--- src/rtl/sqrt_iter.sv ---
// Sequential integer square root: one root bit per clock, restoring digit-by-digit method.
// Returns floor root and remainder, with optional round-to-nearest and saturation.
module sqrt_iter #(
    parameter int WIDTH = 8,
    localparam int ROOT_W = (WIDTH + 1) / 2
) (
    input  logic              clk,
    input  logic              clear_n,
    input  logic              start,
    input  logic              round_en,
    input  logic [WIDTH-1:0]  num,
    output logic [ROOT_W-1:0] result,
    output logic [ROOT_W:0]   remainder,
    output logic              sat,
    output logic              busy,
    output logic              ready
);

    localparam int RAD_W = 2 * ROOT_W;
    localparam int REM_W = ROOT_W + 1;
    localparam int CAND_W = ROOT_W + 3;
    localparam int CNT_W = (ROOT_W > 1) ? $clog2(ROOT_W) : 1;

    typedef enum logic [1:0] {IDLE, CALC, DONE} state_t;

    state_t            state, next_state;
    logic [RAD_W-1:0]  rad;
    logic [ROOT_W-1:0] root;
    logic [REM_W-1:0]  rem;
    logic [CNT_W-1:0]  cnt;
    logic              round_q;

    logic              accept;
    logic [CAND_W-1:0] cand, trial, diff;
    logic              ge;
    logic [ROOT_W-1:0] root_next;
    logic [REM_W-1:0]  rem_next;

    assign accept = (state != CALC) && start;
    assign busy   = (state == CALC);
    assign ready  = (state == DONE);

    // One restoring step: bring down the next two radicand bits and try (root<<2)|1.
    assign cand      = {rem, rad[RAD_W-1 -: 2]};
    assign trial     = CAND_W'({root, 2'b01});
    assign ge        = (cand >= trial);
    assign diff      = ge ? (cand - trial) : cand;
    assign rem_next  = REM_W'(diff);
    assign root_next = ROOT_W'({root, ge});

    // NOTE: sequential state uses non-blocking assignments so every register samples pre-edge values.
    always_ff @(posedge clk or negedge clear_n) begin
        if (!clear_n) state <= IDLE;
        else          state <= next_state;
    end

    // NOTE: next_state gets a default first so no path through the case can infer a latch.
    always_comb begin
        next_state = state;
        case (state)
            IDLE, DONE: if (start) next_state = CALC;
            CALC:       if (cnt == '0) next_state = DONE;
            default:    next_state = IDLE;
        endcase
    end

    // NOTE: every datapath register is reset, so an abort mid-calculation leaves no stale partial state.
    always_ff @(posedge clk or negedge clear_n) begin
        if (!clear_n) begin
            rad       <= '0;
            root      <= '0;
            rem       <= '0;
            cnt       <= '0;
            round_q   <= 1'b0;
            result    <= '0;
            remainder <= '0;
            sat       <= 1'b0;
        end else if (accept) begin
            rad     <= RAD_W'(num);
            root    <= '0;
            rem     <= '0;
            cnt     <= CNT_W'(ROOT_W - 1);
            round_q <= round_en;
        end else if (state == CALC) begin
            rad  <= rad << 2;
            root <= root_next;
            rem  <= rem_next;
            cnt  <= cnt - CNT_W'(1);
            if (cnt == '0) begin
                remainder <= rem_next;
                // Remainder equal to the root is n = r^2 + r, which lies below the midpoint.
                if (round_q && (rem_next > {1'b0, root_next})) begin
                    if (&root_next) begin
                        result <= root_next;
                        sat    <= 1'b1;
                    end else begin
                        result <= root_next + ROOT_W'(1);
                        sat    <= 1'b0;
                    end
                end else begin
                    result <= root_next;
                    sat    <= 1'b0;
                end
            end
        end
    end

endmodule

--- config.mk ---
export PLATFORM = sky130hd
export DESIGN_NAME = sqrt_iter
export DESIGN_NICKNAME = d
export VERILOG_FILES = /design/src/rtl/sqrt_iter.sv
export SDC_FILE = /design/constraint.sdc
export NUM_CORES = 1
export LEC_CHECK = 0
export CORE_MARGIN = 5
export CORE_UTILIZATION = 30
export CTS_CLUSTER_SIZE = 10
export DETAILED_ROUTE_END_ITERATION = 8
export MAX_ROUTING_LAYER = met4
export SYNTH_ARGS = -nofsm -noshare
export SYNTH_HDL_FRONTEND = slang
export SYNTH_SLANG_ARGS = --single-unit
--- constraint.sdc ---
create_clock -name clk -period 3.4 [get_ports clk]
set_input_delay 0.68 -clock clk [delete_from_list [all_inputs] [get_ports clk]]
set_output_delay 0.68 -clock clk [all_outputs]
set_load 0.03 [all_outputs]
==> impl_metrics.env <==
export IMPL_clk_pin_slew_worst_paths_ns=0.07
export IMPL_crit_type="flop to flop"
export IMPL_required_ns=3.58
export IMPL_netlist_instances=191
export IMPL_grt_setup_unrepaired="false"
export IMPL_worst_clock_skew_ns=0.00670
export IMPL_drt_iter0_drc=36
export IMPL_drcViolationCount=0
export IMPL_dp_hpwl_um=2960
export IMPL_viasPerCell=4.91
export IMPL_drv_cap=0
export IMPL_final_antenna_net_count=0
export IMPL_drive_gt1_share_pct=18.0
export IMPL_tns_ns=0
export IMPL_htree_levels=2
export IMPL_async_reset_ff_share_pct=100
export IMPL_wire_per_inst_um=13.0
export IMPL_ios=24
export IMPL_dr_pass1_iters=4
export IMPL_crit_family="simple AND/OR/NAND/NOR gates"
export IMPL_grt_overflow_total=0
export IMPL_synth_fp_nets=215
export IMPL_antenna_found_initial=0
export IMPL_critPathMaxFanout=8
export IMPL_ys_types=44
export IMPL_rows=28
export IMPL_syn_area_um2=1820
export IMPL_crit_buf_inv=2
export IMPL_critPathArrivalTime_ns=3.40
export IMPL_core_area_um2=5920
export IMPL_worst_slew_pin_transition_ns=0.569
export IMPL_synth_ff_type="dfrtp_1"
export IMPL_cts_buffers=5
export IMPL_yosys_warnings=0
export IMPL_cts_root_buf="clkbuf_8"
export IMPL_critical_path_max_stage_delay_ns=0.48
export IMPL_fmax_mhz=311
export IMPL_fin_crit_ns=3.21
export IMPL_setup_violations_final=0
export IMPL_endpoint_kind="flop"
export IMPL_grt_pass1_vias=1445
export IMPL_initial_core_util_pct=30.8
export IMPL_synth_edff_count=0
export IMPL_die_area_um2=7730
export IMPL_cts_buffer_depth=2
export IMPL_ys_ff_latch=32
export IMPL_reg2reg_slack_ns=0.19
export IMPL_ys_seq_area_share_pct=44.0
export IMPL_place_congestion=0.856
export IMPL_grt_first_pass_wirelength_um=6800
export IMPL_routed_wl_um=3990
export IMPL_hold_class="flop to flop"
export IMPL_synth_area_per_cell_um2=9.54
export IMPL_fp_dieW_um=87.9
export IMPL_grt_max_degree=33
export IMPL_startpoint_type="flop"
export IMPL_vias=1512
export IMPL_syn2layout_area_growth_pct=32.1
export IMPL_port_buffers=23
export IMPL_cts_tree="yes"
export IMPL_cts_sinks=32
export IMPL_die_y_um=87.9
export IMPL_crit_path_top_delay_cell="or4_1"
export IMPL_outcome="finished, final reports clean"
export IMPL_hold_violations=0
export IMPL_slew_headroom_pct=62.1
export IMPL_antenna_cells=0
export IMPL_fin_nets=256
export IMPL_clk_latency_ns=0.29
export IMPL_crit_chain="inv_1, ha_1, a2111oi_4, o21ai_2, nand2_4, nor2_1, a21oi_1, inv_1, ha_1, and4b_1, and3_1, a21oi_2, a221oi_2, or4_1, o311ai_1"
export IMPL_layout_worst_path_cycle_share_pct=94.5
export IMPL_nFillCells=591
export IMPL_slew_viol_final=0
export IMPL_grt_use_total_pct=11.7
-- Yosys cell counts, drive strengths merged, types with 2 or more instances --
cell type / number / area share [%]
a2111oi: 3 / 2.5
a21oi: 10 / 2.7
clkbuf: 7 / 1.4
clkinv: 2 / 0.41
dfrtp: 32 / 44
ha: 12 / 8.2
inv: 13 / 3.0
mux2i: 10 / 5.7
nand2: 27 / 6.0
nand2b: 4 / 1.4
nand3: 8 / 2.2
nor2: 9 / 1.9
nor2b: 2 / 0.69
nor3: 2 / 0.55
o21ai: 22 / 6.3
o22ai: 2 / 0.69
o31ai: 4 / 1.9
xnor2: 2 / 0.96
xor2: 2 / 0.96
-- what timing repair did --
action / in CTS / in global routing
gates cloned: 0 / 0
hold buffers: 0 / 0
endpoints found under the setup margin: 2 / 4
setup buffers: 0 / 3
resized for setup: 3 / 4
pin swaps: 0 / 2
-- state kept, by name, indices dropped and copies added, names as in the netlist --
| register | cells |
|---|---|
| round_q | 1 |
| state | 2 |
| remainder | 5 |
| cnt | 2 |
| rad | 8 |
| result | 4 |
| sat | 1 |
| root | 4 |
| rem | 5 |
-- layer usage --
| layer | GRT usage, % | share of wire [%] | vias to the layer above |
|---|---|---|---|
| met2 | 17.5 | 45 | 32 |
| met4 | 3.63 | 1.2 | 0 |
| met3 | 3.01 | 4.7 | 5 |
| met5 | - | 0 | - |
| met1 | 15.4 | 49 | 712 |
| li1 | - | - | 763 |
-- worst paths after layout --
check                      cells after the start         to     from
min reg2reg                                    1     cnt[0]   cnt[0]
max                                           15  result[1]  root[3]
max in group asynchronous                      2  result[1]  clear_n
max reg2reg                                   15  result[1]  root[3]
min                                            1     cnt[0]   cnt[0]
min in group asynchronous                      2     cnt[1]  clear_n
-- layout by cell type (no fill, tap or decap), types with 2 or more instances in the layout --
master,n
clkbuf_8,7
inv_1,12
o31ai_1,3
a21oi_2,3
nor2_1,9
ha_1,11
o21ai_0,21
xor2_1,2
nand2b_1,4
clkdlybuf4s50_1,23
mux2i_1,8
nand3_1,8
clkinv_1,2
o22ai_1,2
mux2i_2,2
nor3_1,2
dfrtp_1,32
nand2_1,26
xnor2_1,2
buf_4,19
nor2b_1,2
a21oi_1,7
-- cell type report --
class,count,area [µm²],share of cell area (%)
clock buffers,7,96.3,4.00
clock inverters,1,30.0,1.25
inverters,15,61.3,2.55
multi-input cells,136,952,39.6
flip-flops and latches,32,801,33.3
well taps,75,93.8,3.90
repair buffers,42,373,15.5
-- cells by family after synthesis --
logic type | synth area share (%)
compound gates | 19.5
xor+xnor | 1.92
fa+ha+maj | 8.24
buf+inv | 5.08
flops | 44.0
mux | 6.32
simple gates | 15.0
-- worst reg2reg max path, stage by stage, from the launching register on --
cell	delay, ns
dfrtp_1	0.33
inv_1	0.05
ha_1	0.33
a2111oi_4	0.31
o21ai_2	0.14
nand2_4	0.13
nor2_1	0.06
a21oi_1	0.15
inv_1	0.06
ha_1	0.29
and4b_1	0.22
and3_1	0.19
a21oi_2	0.17
a221oi_2	0.10
or4_1	0.48
o311ai_1	0.10
-- metrics by stage --
stage	cells	instance area, µm²	util, %	setup WS, ns	hold slack, ns
2_1_floorplan	191	1820	-	0.103	0.384
3_3_place_gp	297	2230	37.7	0.00734	0.460
3_5_place_dp	297	2230	37.7	-0.101	0.472
4_1_cts	305	2370	40.0	0.0625	0.483
5_1_grt	308	2410	40.7	0.00631	0.497
6_report	308	2410	40.7	0.188	0.477
Power is left out: the tool's default activity adds up to more than one toggle a clock period on the data nets, which glitch-free logic cannot reach.
